===== config.mk =====
export PLATFORM = sky130hd
export DESIGN_NAME = tama_event_sched
export DESIGN_NICKNAME = d
export VERILOG_FILES = /design/src/rtl/tama_event_sched.sv
export SDC_FILE = /design/constraint.sdc
export NUM_CORES = 1
export LEC_CHECK = 0
export CORE_MARGIN = 5
export CORE_UTILIZATION = 46
export DETAILED_ROUTE_END_ITERATION = 12
export PLACE_DENSITY = 0.74
export SLEW_MARGIN = 30
export SYNTH_ARGS = -nofsm -noshare
export SYNTH_HDL_FRONTEND = slang
export SYNTH_SLANG_ARGS = --single-unit

===== constraint.sdc =====
create_clock -name clk -period 2.75 [get_ports clk]
set_input_delay 0.825 -clock clk [delete_from_list [all_inputs] [get_ports clk]]
set_output_delay 0.825 -clock clk [all_outputs]
set_load 0.02 [all_outputs]

===== src/rtl/tama_event_sched.sv =====
// tama_event_sched: button conditioning, long-press timers, decay events and update arbiter (debounce via TAMA_SCHED_DEBOUNCE_EN)
module tama_event_sched #(
  parameter int TICK_CYC      = 50_000_000,
  parameter int DEB_CYC       = 1_000_000,
  parameter int HOLD_S        = 5,
  parameter int PER_SALUD     = 120,
  parameter int PER_ENERGIA   = 100,
  parameter int PER_HAMBRE    = 70,
  parameter int PER_DIVERSION = 50
) (
  input  logic       clk,
  input  logic       rst,
  input  logic       btn_salud,
  input  logic       btn_energia,
  input  logic       btn_hambre,
  input  logic       btn_diversion,
  input  logic       btn_reset,
  input  logic       btn_test,
  input  logic       upd_ready,
  output logic       upd_valid,
  output logic [1:0] upd_stat,
  output logic [1:0] upd_op,
  output logic       sys_reset,
  output logic       test_mode,
  output logic [1:0] sel_stat,
  output logic       sec_tick
);
  localparam int TW = $clog2(TICK_CYC + 1);
  localparam int HW = $clog2(HOLD_S + 1);
  localparam int PW = $clog2(PER_SALUD + PER_ENERGIA + PER_HAMBRE + PER_DIVERSION + 1);
  typedef enum logic {IDLE, OFFER} state_t;
  state_t state;
  logic [5:0] raw, s1, s2, deb;
  logic [3:0] deb_q, press, btn_pend, dec_pend, btn_set, dec_set, clr_b, clr_d, tm_hi;
  logic [TW-1:0] pcnt;
  logic [HW-1:0] hcnt [2];
  logic [PW-1:0] dcn [4];
  logic fire_r, fire_t, enter, acc, cls;
  logic [1:0] bsel, dsel;

  function automatic logic [PW-1:0] per_m1(input int i);
    return PW'(i == 0 ? PER_SALUD - 1 : i == 1 ? PER_ENERGIA - 1 : i == 2 ? PER_HAMBRE - 1 : PER_DIVERSION - 1);
  endfunction

  function automatic logic [1:0] lowest(input logic [3:0] v);
    return v[0] ? 2'd0 : v[1] ? 2'd1 : v[2] ? 2'd2 : 2'd3;
  endfunction

  assign raw = {btn_test, btn_reset, btn_diversion, btn_hambre, btn_energia, btn_salud};

`ifdef TAMA_SCHED_DEBOUNCE_EN
  localparam int DW = $clog2(DEB_CYC + 1);
  logic [DW-1:0] dbc [6];
  always_ff @(posedge clk) begin
    if (rst) begin
      deb <= '0;
      dbc <= '{default: '0};
    end else begin
      for (int i = 0; i < 6; i++) begin
        if (s2[i] == deb[i]) dbc[i] <= '0;
        else if (dbc[i] == DW'(DEB_CYC - 1)) begin
          deb[i] <= s2[i];
          dbc[i] <= '0;
        end else dbc[i] <= dbc[i] + 1'b1;
      end
    end
  end
`else
  logic unused_deb;
  assign unused_deb = DEB_CYC > 0;
  assign deb = s2;
`endif

  always_comb begin
    press = deb[3:0] & ~deb_q;
    fire_r = sec_tick && deb[4] && hcnt[0] == HW'(HOLD_S - 1);
    fire_t = sec_tick && deb[5] && hcnt[1] == HW'(HOLD_S - 1);
    enter = fire_t && !test_mode;
    acc = state == OFFER && upd_ready;
    clr_b = (acc && !cls) ? 4'b1 << upd_stat : 4'b0;
    clr_d = (acc && cls) ? 4'b1 << upd_stat : 4'b0;
    bsel = lowest(btn_pend);
    dsel = lowest(dec_pend);
    dec_set = '0;
    btn_set = '0;
    for (int i = 0; i < 4; i++) begin
      dec_set[i] = sec_tick && !test_mode && dcn[i] == per_m1(i);
      btn_set[i] = press[i] && !deb[4] && sel_stat == 2'(i);
    end
  end

  always_ff @(posedge clk) begin
    if (rst) begin
      s1 <= '0;
      s2 <= '0;
      deb_q <= '0;
      pcnt <= '0;
      sec_tick <= 1'b0;
      hcnt <= '{default: '0};
      sys_reset <= 1'b0;
      test_mode <= 1'b0;
      sel_stat <= 2'd0;
      btn_pend <= '0;
      dec_pend <= '0;
      tm_hi <= '0;
      dcn <= '{default: '0};
      state <= IDLE;
      upd_valid <= 1'b0;
      upd_stat <= 2'd0;
      upd_op <= 2'd0;
      cls <= 1'b0;
    end else begin
      s1 <= raw;
      s2 <= s1;
      deb_q <= deb[3:0];
      pcnt <= (pcnt == TW'(TICK_CYC - 1)) ? '0 : pcnt + 1'b1;
      sec_tick <= pcnt == TW'(TICK_CYC - 1);
      // hold counters saturate at HOLD_S so a long press fires once until release
      for (int j = 0; j < 2; j++)
        hcnt[j] <= !deb[4 + j] ? '0 : (sec_tick && hcnt[j] != HW'(HOLD_S)) ? hcnt[j] + 1'b1 : hcnt[j];
      sys_reset <= fire_r;
      if (sys_reset) begin
        test_mode <= 1'b0;
        sel_stat <= 2'd0;
        btn_pend <= '0;
        dec_pend <= '0;
        tm_hi <= '0;
        dcn <= '{default: '0};
        state <= IDLE;
        upd_valid <= 1'b0;
        upd_stat <= 2'd0;
        upd_op <= 2'd0;
        cls <= 1'b0;
      end else begin
        test_mode <= test_mode ^ fire_t;
        for (int i = 0; i < 4; i++) begin
          if (press[i] && !deb[4] && sel_stat != 2'(i)) sel_stat <= 2'(i);
          if (enter) dcn[i] <= '0;
          else if (sec_tick && !test_mode) dcn[i] <= dec_set[i] ? '0 : dcn[i] + 1'b1;
        end
        btn_pend <= (btn_pend & ~clr_b) | btn_set;
        dec_pend <= enter ? '0 : (dec_pend & ~clr_d) | dec_set;
        if (acc && !cls && upd_op[1]) tm_hi[upd_stat] <= ~tm_hi[upd_stat];
        // button requests outrank decay; lowest stat index wins inside a class
        if (state == IDLE && (|btn_pend || |dec_pend)) begin
          state <= OFFER;
          upd_valid <= 1'b1;
          cls <= ~|btn_pend;
          upd_stat <= |btn_pend ? bsel : dsel;
          upd_op <= !(|btn_pend) ? 2'b01 : test_mode ? {1'b1, tm_hi[bsel]} : 2'b00;
        end else if (acc) begin
          state <= IDLE;
          upd_valid <= 1'b0;
        end
      end
    end
  end
endmodule

# After elaboration in Yosys (flattened, before gate mapping)
# Cells that the tools add are included.
# totals
elab_cells	134
regBits	107
output_inout_bits	10
# classes
order_cmp	3
n_reduce_logical	46
eq_ne	15
shifts	1
mux	28
add_sub_neg	7
n_bitwise	13
# ops
cell	n
$add A9 B1 Y9 const B	4
$mux W9	4
$logic_and A1 B1 Y1	30
$eq A9 B7 Y1 const B	3
$add A26 B1 Y26 const B	1
$eq A26 B26 Y1 const B	1
$mux W2	11
$and A4 B4 Y4	3
$not A4 Y4	3
$eq A9 B6 Y1 const B	1
$mux W4	2
$or A4 B4 Y4	2
$reduce_or A2 Y1	4
$reduce_or A4 Y1	2
$mux W1	7
$add A3 B1 Y3 const B	2
$eq A3 B3 Y1 const B	2
$lt A2 B3 Y1 const B	2
$ne A3 B3 Y1 const B	2
$bmux W1 S2	2
$bwmux W4	1
$eq A2 B2 Y1 const B	2
$logic_not A1 Y1	4
$ne A2 B2 Y1 const B	2
other kinds (12)	16

# Depth between registers and ports, before layout
# Gate-level depths: netlist of run 1.
# logic_depth
word_depth	8
depth_mapped	7

# Worst setup path after synthesis of run 1
# OpenSTA, ideal clock, no wires.
# synth_path
kind	register to register
startpoint	register pcnt[0]
endpoint	register pcnt[2]
path_stages_with_launch	7
setup_ns	0.118
path_buffers	1
arrival_ns	1.733
setup_slack_ns	0.899
synth_period_minus_slack_ns	1.851
cell_sequence	dfxtp_1 ha_1 and3_1 nand3_1 o41ai_4 buf_2 nor2_1
# synth_via
elab_chain_cells	2
elab_cells_between_ends	3
# synth_lines
item	line_no	text
start, declared	35	logic [TW-1:0] pcnt;
start signal, assigned	116	pcnt <= (pcnt == TW'(TICK_CYC - 1)) ? '0 : pcnt + 1'b1;
branches (longest 2 deep; another with $add A26 B1 Y26)	--	
# Several ways; the timed one is not identified.
# A chain may end at the register's enable or synchronous reset.

==> impl_metrics.env, run 1 <==
export IMPL_pre_cts_slack_ns=0.250
export IMPL_ys_ff_latch=107
export IMPL_netlist_area_um2=4640
export IMPL_fin_tns_setup_ns=0
export IMPL_cts_tree="built"
export IMPL_skew_ns=0.00695
export IMPL_postSynthAreaPerCell_um2=8.91
export IMPL_hold_start="s1[3]"
export IMPL_htree_num_levels=3
export IMPL_placedCellCount=665
export IMPL_post_route_period_util_pct=87.9
export IMPL_post_cts_setup_buffers=0
export IMPL_area_growth_pct=11.7
export IMPL_start_kind="register"
export IMPL_yosysUniqueCellTypes=52
export IMPL_nets=566
export IMPL_grt_pass1_wl_um=15800
export IMPL_first_global_vias=3466
export IMPL_slowest_delay_ns=0.68
export IMPL_holdWs_ns=0.451
export IMPL_syn_nets=544
export IMPL_max_cap_viol_count=0
export IMPL_vdd_ir_drop_max_uv=414
export IMPL_die_area_um2=12200
export IMPL_vias=3683
export IMPL_regToRegStartpoint="pcnt[0]"
export IMPL_start_util_pct=47.3
export IMPL_hold_buffers=0
export IMPL_grt_ovfl_total=0
export IMPL_power_density_nw_per_um2=521
export IMPL_drive_gt1_share_pct=6.39
export IMPL_ys_seq_area_share_pct=46.1
export IMPL_end_kind="primary output"
export IMPL_cts_num_sinks=107
export IMPL_setup_slack_ns=0.332
export IMPL_fin_crit_ns=2.42
export IMPL_die_w_um=110
export IMPL_ant_nets=0
export IMPL_setup_viol=0
export IMPL_post_drt_wl_per_cell_um=13.1
export IMPL_io_pin_count=19
export IMPL_p_leak_nw=1.79
export IMPL_antenna_found_initial=0
export IMPL_slew_viol_final=0
export IMPL_crit_family="buffers and inverters"
export IMPL_hold_path_class="reg -> reg"
export IMPL_core_um2=9820
export IMPL_rows=36
export IMPL_r2r_slack_ns=0.50
export IMPL_cts_resized=0
export IMPL_stdcell_count=681
export IMPL_die_h_um=110
export IMPL_cp_required_ns=1.93
export IMPL_layout_common_cells="dfxtp_1 (107), nor2_1 (69), nand2_1 (39), a21oi_1 (39), xor2_1 (29)"
export IMPL_critPathLaunch="state"
export IMPL_crit_slowest_cell="clkdlybuf4s50_1"
export IMPL_clockRootBuffer="clkbuf_8"
export IMPL_drt_total_wl_um=8950
export IMPL_max_freq_mhz=414
export IMPL_drc=0
export IMPL_synth_edf_count=0
export IMPL_vias_per_cell=5.41
export IMPL_numCtsBuffers=9
export IMPL_antenna_cells=0
export IMPL_relSlewSlack_pct=45.0
export IMPL_firstDrtPassIters=4
export IMPL_ys_warn_count=0
export IMPL_gp_congestion=0.830
export IMPL_status="completed"
export IMPL_clk_latency_ns=0.37
export IMPL_final_common_cell="dfxtp_1"
export IMPL_syn_inst=521
export IMPL_io_buffers=18
export IMPL_dp_hpwl_um=6460
export IMPL_worst_pin_slew_ns=0.817
export IMPL_arrival_ns=1.59
export IMPL_criticalPathCategory="reg -> out"
export IMPL_cp_num_buf_inv=1
export IMPL_final_hold_viol_count=0
export IMPL_track_usage_pct=15.0
export IMPL_async_flop_share_pct=0
export IMPL_clockBufferDepth=2
export IMPL_cts_clk_slew_worst_paths_ns=0.11
export IMPL_ys_flop_type="dfxtp_1"
export IMPL_cp_max_fo=11
export IMPL_drtIter0Drc=166
export IMPL_path_cells="clkdlybuf4s50_1"
export IMPL_rsz0062_at_grt="no"
export IMPL_grt_max_degree=23
-- flip-flops by register name, indices dropped and copies added, names as in the netlist --
signal / cells
test_mode: 1
cls: 1
pcnt: 26
state: 1
deb: 6
tm_hi: 4
sys_reset: 1
btn_pend: 4
sec_tick: 1
deb_q: 4
upd_op: 2
dec_pend: 4
sel_stat: 2
hcnt: 6
s1: 6
upd_stat: 2
dcn: 36
-- metrics by stage --
| step | utilization [%] | total power [W] | area, µm² |
|---|---|---|---|
| after global routing | 52.8 | 0.00282 | 5190 |
| after detailed placement | 50.7 | 0.00176 | 4980 |
| after CTS | 52.8 | 0.00273 | 5190 |
| after global placement | 50.7 | 0.00176 | 4980 |
| final | 52.8 | 0.00270 | 5190 |
| after floorplan | - | 0.00171 | 4640 |
-- cell families (layout without fill, tap and decap cells) --
kind of cell    after synthesis  in the layout  synth area share, %
flops                       107            107                 46.1
compound gates               81             81                 10.6
xor+xnor                     44             44                 8.30
mux                           2              2                0.458
simple gates                248            248                 28.4
fa+ha+maj                    14             14                 3.77
buf+inv                      25             52                 2.26
-- cell type report --
| cell class | count | area, µm² |
|---|---|---|
| Timing Repair Buffer | 25 | 233 |
| Multi-Input combinational cell | 389 | 2400 |
| Clock buffer | 9 | 124 |
| Fill cell | 955 | 4630 |
| Clock inverter | 7 | 86.3 |
| Sequential cell | 107 | 2140 |
| Tap cell | 133 | 166 |
| Inverter | 11 | 41.3 |
-- where the power goes --
group / internal, W / total (W) / switching (W)
combinational: 0.0000570 / 0.000124 / 0.0000668
sequential: 0.00157 / 0.00160 / 0.0000268
clock: 0.000373 / 0.000979 / 0.000606
total: 0.00200 / 0.00270 / 0.000700
-- per-layer routing --
metal / GRT usage [%] / wire (µm) / up-vias / share of wire (%)
li1: - / - / 1881 / -
met1: 18.9 / 4280 / 1730 / 48
met2: 25.7 / 4300 / 68 / 48
met3: 3.61 / 325 / 4 / 3.6
met4: 3.86 / 49 / 0 / 0.55
met5: 0 / 0 / - / 0
-- cells in the mapped netlist (11+ instances only) --
master / count / area (µm²)
dfxtp_1: 107 / 2140
ha_1: 14 / 175
nor3_1: 11 / 55.1
a21oi_1: 39 / 195
nor2b_1: 19 / 119
xor2_1: 29 / 254
inv_1: 11 / 41.3
nor2_1: 69 / 259
nand2_1: 39 / 146
nand3_1: 20 / 100
o21ai_0: 17 / 85.1
or3_1: 12 / 75.1
xnor2_1: 15 / 131
nand4_1: 23 / 144
-- worst paths after layout --
kind | depth (start not counted) | to
max reg2reg | 6 | pcnt[7]
min | 1 | deb[3]
min reg2reg | 1 | deb[3]
max | 1 | upd_valid
Note: power is estimated with default switching activity, not from simulation.
==> run 2: changes to the inputs <==
--- a/config.mk
+++ b/config.mk
@@ -7,9 +7,11 @@
 export LEC_CHECK = 0
 export CORE_MARGIN = 5
 export CORE_UTILIZATION = 46
+export CTS_BUF_LIST = sky130_fd_sc_hd__clkbuf_16
 export DETAILED_ROUTE_END_ITERATION = 12
 export PLACE_DENSITY = 0.74
 export SLEW_MARGIN = 30
 export SYNTH_ARGS = -nofsm -noshare
 export SYNTH_HDL_FRONTEND = slang
 export SYNTH_SLANG_ARGS = --single-unit
+export TNS_END_PERCENT = 1
==> run 2 against run 1 <==
  * Critical path depth unchanged
  * Clock skew shrank 0.0016 ns
  * Total power rose by 12%
  * Non-clock buffer count stayed put
  * Via count rose by 0.43%
  * Routed wire length rose by 0.58%
  * Count of clock-buffer cells in the layout unchanged
  * Cell area up 2.0%
  * Combinational power about the same
  * Sequential power about the same
==> impl_metrics.env, run 2 (synthesized netlist as in run 1, its figures left out) <==
export IMPL_status="completed"
export IMPL_rsz0062_at_grt="no"
export IMPL_cts_tree="built"
export IMPL_firstDrtPassIters=5
export IMPL_start_kind="register"
export IMPL_criticalPathCategory="reg -> out"
export IMPL_drtIter0Drc=193
export IMPL_setup_viol=0
export IMPL_fin_crit_ns=2.38
export IMPL_antenna_cells=0
export IMPL_final_core_util_pct=53.9
export IMPL_ant_nets=0
export IMPL_end_kind="primary output"
export IMPL_pre_cts_slack_ns=0.250
export IMPL_hold_path_class="reg -> reg"
export IMPL_top_register="dcn"
export IMPL_crit_family="buffers and inverters"
export IMPL_first_global_vias=3503
export IMPL_skew_ns=0.00532
export IMPL_r2r_slack_ns=0.51
export IMPL_grt_max_degree=23
export IMPL_clk_latency_ns=0.34
export IMPL_cp_max_fo=11
export IMPL_clockRootBuffer="clkbuf_16"
export IMPL_final_common_cell="dfxtp_1"
export IMPL_max_freq_mhz=420
export IMPL_layout_common_cells="dfxtp_1 (107), nor2_1 (69), nand2_1 (39), a21oi_1 (39), xor2_1 (29)"
export IMPL_placed_area_um2=4980
export IMPL_vias_per_cell=5.43
export IMPL_gp_congestion=0.830
export IMPL_p_leak_nw=1.84
export IMPL_n_fill_cell=936
export IMPL_slowest_delay_ns=0.68
export IMPL_setup_slack_ns=0.370
export IMPL_crit_slowest_cell="clkdlybuf4s50_1"
export IMPL_design_area_um2=5290
export IMPL_clockBufferDepth=2
export IMPL_drc=0
export IMPL_post_cts_setup_buffers=0
export IMPL_cp_required_ns=1.93
export IMPL_die_area_um2=12200
export IMPL_cts_num_sinks=107
export IMPL_dp_hpwl_um=6460
export IMPL_vias=3699
export IMPL_post_drt_wl_per_cell_um=13.2
export IMPL_drt_total_wl_um=9000
export IMPL_slew_viol_final=0
export IMPL_area_growth_pct=13.9
export IMPL_numCtsBuffers=9
export IMPL_cts_resized=0
export IMPL_io_buffers=18
export IMPL_fin_tns_setup_ns=0
export IMPL_arrival_ns=1.56
export IMPL_path_cells="clkdlybuf4s50_1"
export IMPL_relSlewSlack_pct=45.8
export IMPL_die_w_um=110
export IMPL_top_regs="dcn x36, pcnt x26"
export IMPL_worst_pin_slew_ns=0.806
export IMPL_power_density_nw_per_um2=572
export IMPL_nets=566
export IMPL_track_usage_pct=15.1
export IMPL_cts_clk_slew_worst_paths_ns=0.08
export IMPL_max_cap_viol_count=0
export IMPL_htree_num_levels=3
export IMPL_post_route_period_util_pct=86.5
export IMPL_cp_num_buf_inv=1
export IMPL_start_util_pct=47.3
export IMPL_hold_buffers=0
export IMPL_antenna_found_initial=0
export IMPL_io_pin_count=19
export IMPL_rows=36
export IMPL_core_um2=9820
export IMPL_drive_gt1_share_pct=6.39
export IMPL_grt_ovfl_total=0
export IMPL_vdd_ir_drop_max_uv=448
export IMPL_grt_pass1_wl_um=15800
export IMPL_largest_reg_flops=36
export IMPL_die_h_um=110
export IMPL_power_w=0.00302
export IMPL_final_hold_viol_count=0
run 2: cell counts in the layout (fill, tap and decap cells not counted):
No cell type changed its count.
run 2: cell type report:
class / count / area (µm²) / area share [%]
Clock buffer: 9 / 225 / 4.26
Tap cell: 133 / 166 / 3.15
Sequential cell: 107 / 2140 / 40.5
Clock inverter: 7 / 86.3 / 1.63
Multi-Input combinational cell: 389 / 2400 / 45.3
Timing Repair Buffer: 25 / 233 / 4.40
Inverter: 11 / 41.3 / 0.781
run 2: where the power goes:
group          switching [W]  internal [W]  total (W)
Sequential         0.0000273       0.00157    0.00160
Combinational      0.0000667     0.0000570   0.000124
Clock               0.000641      0.000659    0.00130
run 2: metal layers:
metal | global-route usage [%] | wire (µm)
met1 | 18.7 | 4190
met5 | 0 | 0
met2 | 25.9 | 4380
met3 | 4.21 | 365
met4 | 3.45 | 54
run 2: worst paths after layout:
| kind | start | to | depth (start not counted) |
|---|---|---|---|
| max reg2reg | pcnt[0] | pcnt[10] | 6 |
| min reg2reg | s1[3] | deb[3] | 1 |
| max | state | upd_valid | 1 |
| min | s1[3] | deb[3] | 1 |
run 2: stage by stage:
step | cells | hold WS, ns
floorplan | 521 | 0.414
global placement | 665 | 0.419
detailed placement | 665 | 0.427
CTS | 681 | 0.446
global route | 681 | 0.464
finish | 681 | 0.443
==> run 3: changes to the inputs <==
--- a/config.mk
+++ b/config.mk
@@ -8,6 +8,7 @@
 export CORE_MARGIN = 5
 export CORE_UTILIZATION = 46
 export CTS_BUF_LIST = sky130_fd_sc_hd__clkbuf_16
+export CTS_CLUSTER_DIAMETER = 200
 export DETAILED_ROUTE_END_ITERATION = 12
 export PLACE_DENSITY = 0.74
 export SLEW_MARGIN = 30
==> results of run 3 <==
The final DEF is identical to that of run 2; final timing and power are the same.
